$ cat src/rtl/serv_mtimer.sv
// rtl/serv_mtimer.sv - machine timer (mtime/mtimecmp) on a Wishbone slave port; SERV_MTIMER_64BIT_EN selects 64-bit counters
module serv_mtimer #(
    parameter int PRESCALE = 1
) (
    input  logic        i_clk,
    input  logic        i_rst,
    input  logic [1:0]  i_wb_adr,
    input  logic [31:0] i_wb_dat,
    input  logic [3:0]  i_wb_sel,
    input  logic        i_wb_we,
    input  logic        i_wb_cyc,
    input  logic        i_wb_stb,
    output logic [31:0] o_wb_rdt,
    output logic        o_wb_ack,
    output logic        o_mtip
);

`ifdef SERV_MTIMER_64BIT_EN
    localparam int W = 64;
`else
    localparam int W = 32;
`endif
    localparam logic [15:0] PMAX = 16'(PRESCALE - 1);

    logic [W-1:0] mtime, mtime_nxt;
    logic [W-1:0] mtimecmp, mtimecmp_nxt;
    logic [15:0]  pcount, pcount_nxt;
    logic [31:0]  rdt_nxt;
    logic         accept;
    logic         wr_en;
    logic         tick;
`ifdef SERV_MTIMER_64BIT_EN
    logic [31:0]  shadow, shadow_nxt;
`endif

    // Replace only the byte lanes enabled by sel
    function automatic logic [31:0] merge_bytes(input logic [31:0] old_val,
                                                input logic [31:0] new_val,
                                                input logic [3:0]  sel);
        logic [31:0] r;
        r = old_val;
        for (int i = 0; i < 4; i++) begin
            if (sel[i]) r[8*i +: 8] = new_val[8*i +: 8];
        end
        return r;
    endfunction

    // Next-state: prescaled increment, bus writes overriding it, registered read mux
    always_comb begin
        accept       = i_wb_cyc & i_wb_stb & ~o_wb_ack;
        wr_en        = accept & i_wb_we & (|i_wb_sel);
        tick         = (pcount == PMAX);
        pcount_nxt   = tick ? 16'd0 : pcount + 16'd1;
        mtime_nxt    = tick ? mtime + W'(1) : mtime;
        mtimecmp_nxt = mtimecmp;
        rdt_nxt      = o_wb_rdt;
`ifdef SERV_MTIMER_64BIT_EN
        shadow_nxt   = shadow;
        if (accept) begin
            case (i_wb_adr)
                2'd0: begin
                    rdt_nxt = mtime[31:0];
                    // Latch the upper half so a following hi read is coherent
                    if (!i_wb_we) shadow_nxt = mtime[63:32];
                end
                2'd1:    rdt_nxt = shadow;
                2'd2:    rdt_nxt = mtimecmp[31:0];
                default: rdt_nxt = mtimecmp[63:32];
            endcase
        end
        if (wr_en) begin
            case (i_wb_adr)
                2'd0: begin
                    mtime_nxt  = {mtime[63:32], merge_bytes(mtime[31:0], i_wb_dat, i_wb_sel)};
                    pcount_nxt = 16'd0;
                end
                2'd1: begin
                    mtime_nxt  = {merge_bytes(mtime[63:32], i_wb_dat, i_wb_sel), mtime[31:0]};
                    pcount_nxt = 16'd0;
                end
                2'd2:    mtimecmp_nxt = {mtimecmp[63:32], merge_bytes(mtimecmp[31:0], i_wb_dat, i_wb_sel)};
                default: mtimecmp_nxt = {merge_bytes(mtimecmp[63:32], i_wb_dat, i_wb_sel), mtimecmp[31:0]};
            endcase
        end
`else
        if (accept) begin
            case (i_wb_adr)
                2'd0:    rdt_nxt = mtime;
                2'd2:    rdt_nxt = mtimecmp;
                default: rdt_nxt = 32'h0;
            endcase
        end
        if (wr_en) begin
            case (i_wb_adr)
                2'd0: begin
                    mtime_nxt  = merge_bytes(mtime, i_wb_dat, i_wb_sel);
                    pcount_nxt = 16'd0;
                end
                2'd2:    mtimecmp_nxt = merge_bytes(mtimecmp, i_wb_dat, i_wb_sel);
                default: ;
            endcase
        end
`endif
    end

    // State registers; the interrupt compares the settled register values
    always_ff @(posedge i_clk) begin
        if (i_rst) begin
            mtime    <= '0;
            mtimecmp <= '1;
            pcount   <= '0;
            o_mtip   <= 1'b0;
            o_wb_ack <= 1'b0;
            o_wb_rdt <= '0;
`ifdef SERV_MTIMER_64BIT_EN
            shadow   <= '0;
`endif
        end else begin
            mtime    <= mtime_nxt;
            mtimecmp <= mtimecmp_nxt;
            pcount   <= pcount_nxt;
            o_mtip   <= (mtime >= mtimecmp);
            o_wb_ack <= accept;
            o_wb_rdt <= rdt_nxt;
`ifdef SERV_MTIMER_64BIT_EN
            shadow   <= shadow_nxt;
`endif
        end
    end

endmodule

$ cat config.mk
export PLATFORM = sky130hd
export DESIGN_NAME = serv_mtimer
export DESIGN_NICKNAME = d
export VERILOG_FILES = /design/src/rtl/serv_mtimer.sv
export SDC_FILE = /design/constraint.sdc
export NUM_CORES = 1
export LEC_CHECK = 0
export BUFFER_PORTS_ARGS = -buffer_cell sky130_fd_sc_hd__buf_2
export CAP_MARGIN = 30
export CELL_PAD_IN_SITES_DETAIL_PLACEMENT = 1
export CELL_PAD_IN_SITES_GLOBAL_PLACEMENT = 1
export CORE_MARGIN = 10
export CORE_UTILIZATION = 39
export DETAILED_ROUTE_END_ITERATION = 8
export GPL_ROUTABILITY_DRIVEN = 0
export PLACE_DENSITY_LB_ADDON = 0.1
export SLEW_MARGIN = 5
export SYNTH_ARGS = -nofsm -noshare
export SYNTH_HDL_FRONTEND = slang
export SYNTH_SLANG_ARGS = --single-unit
$ cat constraint.sdc
create_clock -name i_clk -period 2.2 [get_ports i_clk]
set_input_delay 0 -clock i_clk [delete_from_list [all_inputs] [get_ports i_clk]]
set_output_delay 0 -clock i_clk [all_outputs]
set_load 0.005 [all_outputs]
Word-level counts from Yosys, hierarchy flattened
Index checks and enable logic that the tools add are counted.

Equality and inequality tests: 5. Bitwise operators: 5. Mux-type cells: 11. Order comparisons: 1. Reduce and logical (&&, ||, !) cells: 7. Add/subtract/negate cells: 2.

Operators by type and width (number): 32-bit two-way mux (3); 32-bit one-hot mux with 2 select lines (1); 16-bit two-way mux (3); 32-bit by 1-bit adder with 32-bit output (second input constant) (1); 32-bit >= comparator (1); 8-bit two-way mux (4); 16-bit by 1-bit adder with 16-bit output (second input constant) (1); 16-bit zero test (1); 3-bit != test (second input constant) (4); 3-bit AND reduction (4); 1-bit AND (4); 4-bit OR reduction (1); 2-bit equality test (second input constant) (1); 2-bit zero test (1); 1-bit NOT (1).

Register bits after elaboration: 114. Output and inout port bits: 34. Word-level logic and storage cells: 43.

Logic depth before layout (Yosys ltp)
Gate-level depths: netlist of run 1.

Depth after elaboration: 5. Mapped depth: 9.

Worst setup path before layout of run 1
OpenSTA, ideal clock, no wires.

Kind: reg-to-reg. Start: reg pcount[0]. End: reg mtime[15]. Setup time: 0.115 ns. Cell stages (with the launch flop): 9. Slack: -0.137 ns. Required time: 2.085 ns. Arrival: 2.221 ns. Path through: dfxtp_1 inv_1 ha_1 nor4b_4 nand4_4 or4_1 buf_2 or4b_1 and3_1.

Cells in the longest elaborated chain, start to end: 4.

RTL lines: from (decl) (RTL line 27) `logic [15:0] pcount, pcount_nxt;`; from (signal assigned) (RTL line 121) `pcount <= pcount_nxt;`; 16-bit zero test (*) (RTL line 52) `tick = (pcount == PMAX);`; 32-bit two-way mux (*) (RTL line 54) `mtime_nxt = tick ? mtime + W'(1) : mtime;`; 32-bit two-way mux (RTL line 94) `case (i_wb_adr)`; 32-bit two-way mux (*) (RTL line 93) `if (wr_en) begin`; to (signal assigned) (RTL line 119) `mtime <= mtime_nxt;`; to (decl) (RTL line 25) `logic [W-1:0] mtime, mtime_nxt;`.

Every way passes the cells marked *; elsewhere a longest branch is shown, timed or not. A chain may end at the register's enable or synchronous reset.

Final worst setup path of run 1
Start: reg pcount[1]. End: reg mtime[15].

Same word-level chain as after synthesis.

==> impl_metrics.ini, run 1 <==
[timing]
hold_violations = 1
fin_tns_setup_ps = -17.41
max_freq_mhz = 451.0
finalCritPeriodShare = 1.008
period_minus_slack_ps = 2217
max-slew-margin-rel = 0.5636
setup_violations = 1
grt_setup_unrepaired = yes
slew_viol_final = 0
setup_ws_ps = -17.41
holdWs_ps = -2.723
tightest_slew_ps = 652.8
fin_skew_ps = 8.031

[setup_path]
crit_fanout = 4
cp_num_buf_inv = 1
rrSetupSlack_ps = -20
crit_path_end_kind = register
startpoint = pcount[1]
crit_path_end = mtime[15]
cp_slowest_cell = or4b_1
r2r.worst_path.cells = 7
worst_path_dominant_cell_family = simple AND/OR/NAND/NOR gates
r2r-end = mtime[15]
worstPathCellList = inv_1 > ha_1 > nor4b_4 > nand4_4 > or4_4 > or4b_1 > and3_1
cp.depth = 7
cp_data_arrival_time_ps = 2530
max_stage_delay_ps = 510
path_class = reg -> reg
required_ps = 2510
r2r-start = pcount[1]
cp-start-kind = register

[final_layout]
final_net_count = 989
drive_gt1_frac = 0.1928
area_growth_pct = 29.19
n_antenna_cell = 0
post-route-util = 0.5117

[pwr]
p_seq_frac = 0.402
p_switching_mw = 1.244
internal_power_mw = 4.062
powerDensity_mw_per_mm2 = 657.6
comb_power_share = 0.082
ir_drop_mv = 0.5383
clkPwrFrac = 0.517
sw_frac_of_total = 0.2344
p_leak_nw = 3.751
finalPower_mw = 5.307

[route]
detail-route-antenna-nets = 0
drc = 0
wl_met3_um = 761
wl_per_cell_um = 19.12
wl_met2_mm = 10.77
num_vias = 6393
via_per_inst = 5.613
dr.pass1.iters = 5
drt-initial-drc-count = 359
top_layer = met4
drt-total-wl_mm = 21.78
wl_met1_mm = 9.795

[grt]
grt_pass1_vias = 6876
grt_max_degree = 66
grt_pass1_wl_mm = 35.80
gr-total-overflow = 0
track_usage = 0.2026
antenna_found_initial = 0

[synth]
synth-edff-count = 0
async_flop_share = 0
ys_top_cells_by_count = dfxtp_1, nand3_1, nand2_1
netlist_area_mm2 = 0.006246
yosysTopAreaCellShare = 0.3654
ys_ff_latch = 114
yosysWarningCount = 0
syn_avg_cell_area_um2 = 7.997
yosysUniqueCellTypes = 57
yosysMostFrequentCell = dfxtp_1
synthCells = 781
ys.flop_type = dfxtp_1
ys_seq_area_frac = 0.3654
synth_nets = 859
synth_top_area_cell = dfxtp_1
synth_area_leaders = dfxtp_1, ha_1, nand3_1

[run_status]
violations = hold timing, setup timing
status = finished with violations

[floorplan]
core_area_mm2 = 0.01577
io_pins = 77
die_area_mm2 = 0.02148
dieHeight_um = 146.6
rows = 46
die_w_um = 146.6
initial_core_util = 0.3961

[run]
cap_violations = 0

[clocking]
tritoncts = built
cts_buffers = 17
cts_max_level = 4
cts.sinks = 114
clock_latency_ps = 430
path_clk_slew_ps = 60
ctsLongestPathBuffers = 2
cts-root-buf = clkbuf_16

[hold_path]
hold_class = in -> reg

[place]
dpl.hpwl_mm = 15.40
io_buffer_count = 76
sequential cells by signal (all words and copies together) (netlist names):
name      cells
o_mtip        1
pcount       16
mtime        32
o_wb_ack      1
o_wb_rdt     32
mtimecmp     32
timing repair:
| item | 4_1_cts | 5_1_grt |
|---|---|---|
| pin swaps | 0 | 4 |
| resized for setup | 3 | 7 |
| hold buffers | 32 | 0 |
| buffers inserted | 0 | 2 |
| endpoints found under the hold margin | 60 | 0 |
| setup endpoints to repair | 3 | 11 |
worst min-delay path by stage:
| stage | slack (ps) | cells past startpoint | start | end |
|---|---|---|---|---|
| 2_1_floorplan | 130 | 2 | i_wb_dat[19] | mtimecmp[19] |
| 3_3_place_gp | 250 | 3 | i_wb_dat[26] | mtimecmp[26] |
| 3_5_place_dp | 260 | 3 | i_wb_dat[19] | mtimecmp[19] |
| 4_1_cts | 4 | 2 | i_rst | o_wb_ack |
| 5_1_grt | 30 | 2 | i_rst | o_wb_ack |
| 6_report | -3 | 2 | i_rst | o_wb_ack |
power by group through the flow:
stage / clock network (mW) / logic [mW] / registers [mW]
5_1_grt: 2.89 / 0.478 / 2.14
6_report: 2.74 / 0.433 / 2.13
4_1_cts: 2.77 / 0.435 / 2.13
3_3_place_gp: 0 / 0.378 / 2.17
2_1_floorplan: 0 / 0.207 / 2.17
3_5_place_dp: 0 / 0.388 / 2.17
metal layers:
| metal | track usage | up-vias |
|---|---|---|
| met1 | 0.2389 | 3162 |
| li1 | - | 3071 |
| met5 | 0 | - |
| met4 | 0.07207 | 0 |
| met2 | 0.3517 | 129 |
| met3 | 0.04604 | 31 |
area by class of cell:
cell class,instances,area (um^2)
fill,1956,7701
multi-input combinational,571,3635
sequential,114,2286
timing repair buffer,163,1139
clock buffer,26,499.2
tap,216,270.3
inverter,44,165.2
clock inverter,5,75.07
worst reg2reg max path: cells and delay by family (launching register included):
| family | cells | cell delay [ps] |
|---|---|---|
| simple gates | 5 | 1580 |
| buf+inv | 1 | 60 |
| fa+ha+maj | 1 | 140 |
| flops | 1 | 330 |
layout by cell type (no fill, tap or decap), drive strengths merged, types with 10 or more instances in the layout:
| cell type | instances |
|---|---|
| buf | 131 |
| a21oi | 53 |
| nand2 | 85 |
| ha | 35 |
| and4 | 11 |
| and3 | 13 |
| dfxtp | 114 |
| inv | 44 |
| nor3 | 41 |
| nand3 | 87 |
| nand4 | 18 |
| nor2 | 59 |
| dlygate4sd3 | 32 |
| o211ai | 10 |
| clkbuf | 26 |
| mux2i | 37 |
| a31oi | 15 |
| nor4 | 10 |
metrics by stage:
step                      area (um^2)  worst slack [ps]  instances
after detailed placement         7116            -38.68       1074
final                            8069            -17.41       1139
after global placement           7116             33.10       1074
after global routing             8069            -92.29       1139
after floorplan                  6254            -2.320        781
after CTS                        8021            -38.68       1137
kinds of logic (layout without fill, tap and decap cells):
| group | count (synthesis) | after routing | share of synthesized area |
|---|---|---|---|
| and+or+nand+nor | 362 | 362 | 0.2995 |
| buffers and inverters | 96 | 238 | 0.05930 |
| xor gates and xnor gates | 13 | 13 | 0.01823 |
| DFF | 114 | 114 | 0.3654 |
| AOI/OAI and AO/OA | 123 | 123 | 0.1264 |
| muxes | 38 | 38 | 0.06110 |
| adders and majority gates | 35 | 35 | 0.07011 |
No activity file was read; power rests on OpenSTA's default activity.
==> run 2, diff against run 1 <==
--- a/config.mk
+++ b/config.mk
@@ -6,4 +6,6 @@
 export NUM_CORES = 1
 export LEC_CHECK = 0
+export ABC_AREA = 1
+export ABC_CLOCK_PERIOD_IN_PS = 2200
 export BUFFER_PORTS_ARGS = -buffer_cell sky130_fd_sc_hd__buf_2
 export CAP_MARGIN = 30
@@ -11,5 +13,5 @@
 export CELL_PAD_IN_SITES_GLOBAL_PLACEMENT = 1
 export CORE_MARGIN = 10
-export CORE_UTILIZATION = 39
+export CORE_UTILIZATION = 38
 export DETAILED_ROUTE_END_ITERATION = 8
 export GPL_ROUTABILITY_DRIVEN = 0
==> constraint.sdc (replaced) <==
create_clock -name i_clk -period 2.2 [get_ports i_clk]
set_input_delay 0 -clock i_clk [delete_from_list [all_inputs] [get_ports i_clk]]
set_output_delay 0 -clock i_clk [all_outputs]
set_load 0.05 [all_outputs]
==> run 2 against run 1 <==
Compared with the run above:
- the flow now finishes without violations
- synthesized cell count grew 29%
- setup slack gained 290 ps
- total power grew 4.5%
- sequential share of layout area shrank 1.3 points
- non-clock buffer count shrank 29
- routed wire length grew 6.5%
- combinational power grew 39%
- global-route usage shrank 0.63 points
- maximum frequency grew 15%
- largest power group unchanged
- via count grew 11%
==> impl_metrics.ini, run 2 <==
[setup_path]
cp-start-kind = register
required_ps = 2470
r2r-start = pcount[0]
cp_data_arrival_time_ps = 2210
startpoint = pcount[0]
r2r.worst_path.cells = 13
path_class = reg -> reg
r2r-end = mtime[21]
cp.depth = 13
crit_fanout = 11
cp_common_cell = nand2_1
cp_num_buf_inv = 2
rrSetupSlack_ps = 270
worstPathCellList = inv_1 > ha_1 > inv_1 > nor2_1 > nand2_1 > nor2_1 > nand2_2 > nor2_4 > nand3_1 > nand2_1 > nand3_1 > nand2_1 > a21oi_1
worst_path_dominant_cell_family = simple AND/OR/NAND/NOR gates
cp_slowest_cell = dfxtp_1
crit_path_end_kind = register
crit_path_end = mtime[21]
max_stage_delay_ps = 330

[clocking]
clock_latency_ps = 420
post_cts_resized = 0
cts.sinks = 114
tritoncts = built
ctsLongestPathBuffers = 2
cts-root-buf = clkbuf_16
cts_max_level = 4
cts_buffers = 17
path_clk_slew_ps = 50

[synth]
ys_top_cells_by_count = nand2_1, dfxtp_1, nor2_1
yosysUniqueCellTypes = 42
yosysMostFrequentCell = nand2_1
ys.flop_type = dfxtp_1
synthCells = 1010
netlist_area_mm2 = 0.006899
synth_nets = 1088
async_flop_share = 0
yosysWarningCount = 0
synth_area_leaders = dfxtp_1, nand2_1, ha_1
syn_avg_cell_area_um2 = 6.831
yosysTopAreaCellShare = 0.3308
synth-edff-count = 0
ys_ff_latch = 114
ys_seq_area_frac = 0.3308
synth_top_area_cell = dfxtp_1

[route]
detail-route-antenna-nets = 0
via_per_inst = 5.202
num_vias = 7075
wl_per_cell_um = 17.05
drt-initial-drc-count = 352
dr.pass1.iters = 5
drc = 0
drt-total-wl_mm = 23.19

[pwr]
powerDensity_mw_per_mm2 = 656.3
p_leak_nw = 3.767
ir_drop_mv = 0.4912

[final_layout]
final_net_count = 1198
final_cell_mix = nand2_1, dfxtp_1, nor2_1
area_growth_pct = 22.43
mostFrequentLayoutCell = nand2_1
n_antenna_cell = 0
reg_top3 = mtime (32), mtimecmp (32), o_wb_rdt (32)
drive_gt1_frac = 0.1565

[grt]
gr-total-overflow = 0
antenna_found_initial = 0
grt_pass1_wl_mm = 38.43
grt_max_degree = 50
grt_pass1_vias = 7441
track_usage = 0.1963

[floorplan]
rows = 49
core_area_mm2 = 0.01790
die_area_mm2 = 0.02394
initial_core_util = 0.3854
io_pins = 77
dieHeight_um = 154.7
die_w_um = 154.7

[timing]
finalCritPeriodShare = 0.8782
hold_violations = 0
setup_ws_ps = 268.0
fin_tns_setup_ps = 0
slew_viol_final = 0
setup_violations = 0
max_freq_mhz = 517.6
fin_skew_ps = 9.314
max-slew-margin-rel = 0.5806
grt_setup_unrepaired = no
period_minus_slack_ps = 1932
tightest_slew_ps = 629.2

[run_status]
status = completed

[run]
cap_violations = 0

[place]
io_buffer_count = 76
dpl.hpwl_mm = 16.56
place_ws_ps = 200.4

[hold_path]
hold_class = in -> reg
## run 2: changes by cell type after synthesis, moves of 13 or more
cell	previous run	this run
inv_1	44	105
a221oi_1	1	29
clkbuf_1	42	22
mux2i_1	37	0
o21ai_0	9	64
nor2_1	59	112
and3_1	13	0
nor3_1	41	11
nand2_1	85	278
nand3_1	87	45
## run 2: tightest hold or removal path, cell delays in order
cell and delay, ps:
buf_2 160, nand2_1 80, nand2_1 40, nand2_1 60, a21oi_1 50
## run 2: layer usage
metal	GRT usage	share of wire
met4	0.04588	0.0088
met1	0.2464	0.48
met3	0.04215	0.032
met5	0	0
met2	0.3344	0.48
## run 2: power breakdown
group	switching, mW	total, mW	internal (mW)
clock network	0.980	2.76	1.78
logic	0.410	0.602	0.192
registers	0.0505	2.18	2.13
## run 2: final cells by class
cell class	count	area [um^2]
Sequential cell	114	2282
Fill cell	2340	9455
Timing Repair Buffer	134	920.9
Clock inverter	3	42.54
Tap cell	229	286.5
Clock buffer	27	543.0
Inverter	110	412.9
Multi-Input combinational cell	743	3959
## run 2: cell families after synthesis
family	share of synthesized area
flip-flops	0.3308
AND/OR/NAND/NOR	0.3304
buffers and inverters	0.09576
XOR/XNOR	0.01396
adder cells (fa/ha/maj)	0.06347
AO/OA/AOI/OAI	0.1656
## run 2: through the flow
stage | utilization | cells | power (mW) | hold slack [ps] | area [um^2]
5_1_grt | 0.4718 | 1360 | 5.746 | 35.19 | 8447
3_3_place_gp | 0.4201 | 1297 | 2.776 | 235.3 | 7521
4_1_cts | 0.4707 | 1359 | 5.594 | 10.12 | 8427
3_5_place_dp | 0.4201 | 1297 | 2.783 | 239.3 | 7521
2_1_floorplan | - | 1010 | 2.587 | 126.4 | 6899
6_report | 0.4718 | 1360 | 5.544 | 22.78 | 8447
## run 2: timing repair
action                                  CTS  global route
endpoints found under the hold margin    63             0
setup buffers                             0             1
hold buffers                             32             0
endpoints found under the setup margin    0             5
## run 2: how the worst min path moves through the flow
stage                 start           end  slack [ps]  cells after the start
6_report        i_wb_sel[0]      mtime[3]          20                      5
5_1_grt         i_wb_sel[0]      mtime[3]          40                      5
4_1_cts         i_wb_sel[0]      mtime[3]          10                      5
3_5_place_dp   i_wb_dat[23]  mtimecmp[23]         240                      3
3_3_place_gp   i_wb_dat[20]  mtimecmp[20]         240                      3
2_1_floorplan  i_wb_dat[10]  mtimecmp[10]         130                      2
==> run 3, diff against run 2 <==
ABC_AREA = not set   (was 1)
CORE_UTILIZATION = 39   (was 38)
PLACE_DENSITY = 0.86   (was not set)
PLACE_DENSITY_LB_ADDON = not set   (was 0.1)
==> run 3 against run 2 <==
Compared with the run above:
- the flow now finishes with violations (setup timing)
- cell area is 2.9% lower
- count of clock-buffer cells in the layout shrank 3
- die area down 10%
- largest cell class unchanged
- worst hold slack improved by 76 ps
==> impl_metrics.ini, run 3 (synthesized netlist as in run 1, its figures left out) <==
[run_status]
status = finished with violations
violations = setup timing

[final_layout]
final_cell_mix = dfxtp_1, nand3_1, nand2_1
area_growth_pct = 31.35
final_cells = 1147
fillers = 1933
drive_gt1_frac = 0.2105
final_net_count = 998
post-route-util = 0.5202
reg_top3 = mtime (32), mtimecmp (32), o_wb_rdt (32)
n_antenna_cell = 0
mostFrequentLayoutCell = dfxtp_1
multi_input_area_mm2 = 0.003745
regArea_mm2 = 0.002286

[timing]
holdWs_ps = 98.89
slew_viol_final = 0
max_freq_mhz = 438.8
tightest_slew_ps = 686.0
period_minus_slack_ps = 2279
fin_skew_ps = 9.073
max-slew-margin-rel = 0.5427
setup_ws_ps = -79.09
hold_violations = 0
setup_violations = 2
finalCritPeriodShare = 1.036
grt_setup_unrepaired = yes

[route]
dr.pass1.iters = 5
detail-route-antenna-nets = 0
drt-total-wl_mm = 23.75
drc = 0
num_vias = 6723
drt-initial-drc-count = 539
via_per_inst = 5.861
wl_per_cell_um = 20.70

[grt]
grt_max_degree = 66
antenna_found_initial = 0
grt_pass1_vias = 6947
track_usage = 0.2107
gr-total-overflow = 0
grt_pass1_wl_mm = 37.18

[clocking]
clock_latency_ps = 430
tritoncts = built
cts_max_level = 4
cts_buffers = 17
ctsLongestPathBuffers = 2
cts-root-buf = clkbuf_16
cts.sinks = 114
path_clk_slew_ps = 50

[run]
cap_violations = 0

[pwr]
finalPower_mw = 5.128
powerDensity_mw_per_mm2 = 625.1
ir_drop_mv = 0.5378
p_leak_nw = 3.817

[hold_path]
hold_depth = 4
hold_class = in -> reg
hold_start = i_wb_sel[0]

[floorplan]
die_area_mm2 = 0.02148
io_pins = 77
rows = 46
die_w_um = 146.6
core_area_mm2 = 0.01577
initial_core_util = 0.3961
dieHeight_um = 146.6

[setup_path]
r2r-start = pcount[0]
cp-start-kind = register
crit_path_end_kind = register
rrSetupSlack_ps = -80
cp_data_arrival_time_ps = 2620
crit_fanout = 5
required_ps = 2540
startpoint = pcount[0]
path_class = reg -> reg
r2r.worst_path.cells = 8

[place]
dpl.hpwl_mm = 14.96
io_buffer_count = 76
place_ws_ps = -46.02
dp.cells = 1079
## run 3: metrics by stage
stage	TNS (ps)	instance area, um^2
global route	-1609	8204
global placement	0	7154
floorplan	-2.320	6255
detailed placement	-121.2	7154
finish	-102.3	8204
CTS	-92.63	8036
## run 3: report_power, final
part / internal, mW / switching (mW) / leakage [nW]
Clock: 1.50 / 0.983 / 0.255
Combinational: 0.188 / 0.323 / 2.64
Sequential: 2.10 / 0.0283 / 0.925
## run 3: worst max-delay path, stage by stage, from the launching register on
cell and delay [ps]:
dfxtp_2 320, inv_2 70, ha_4 120, nor4b_4 270
nand4_4 160, buf_6 160, or4_4 520, or3_4 380
a31oi_1 200
## run 3: layout make-up
cell class	instances	area share
flip-flops and latches	114	0.2786
well taps	216	0.03294
clock buffers	24	0.05872
inverters	44	0.02013
multi-input cells	571	0.4565
repair buffers	172	0.1492
clock inverters	6	0.003965
## run 3: worst paths after layout
check                  to
max             mtime[11]
min           mtimecmp[1]
max reg2reg     mtime[11]
min reg2reg  o_wb_rdt[24]
## run 3: routing by layer
metal	GRT usage	wire length (um)	part of all wire
met1	0.2420	9488	0.40
met2	0.3737	12130	0.51
met4	0.08509	935	0.039
met3	0.04141	1187	0.050
met5	0	0	0
## run 3: what timing repair did
item / CTS / global route
pin swaps: 5 / 18
cloned: 0 / 0
setup buffers: 1 / 4
gates resized for setup: 6 / 27
hold buffers: 33 / 0
endpoints found under the hold margin: 62 / 0
endpoints found under the setup margin: 7 / 21
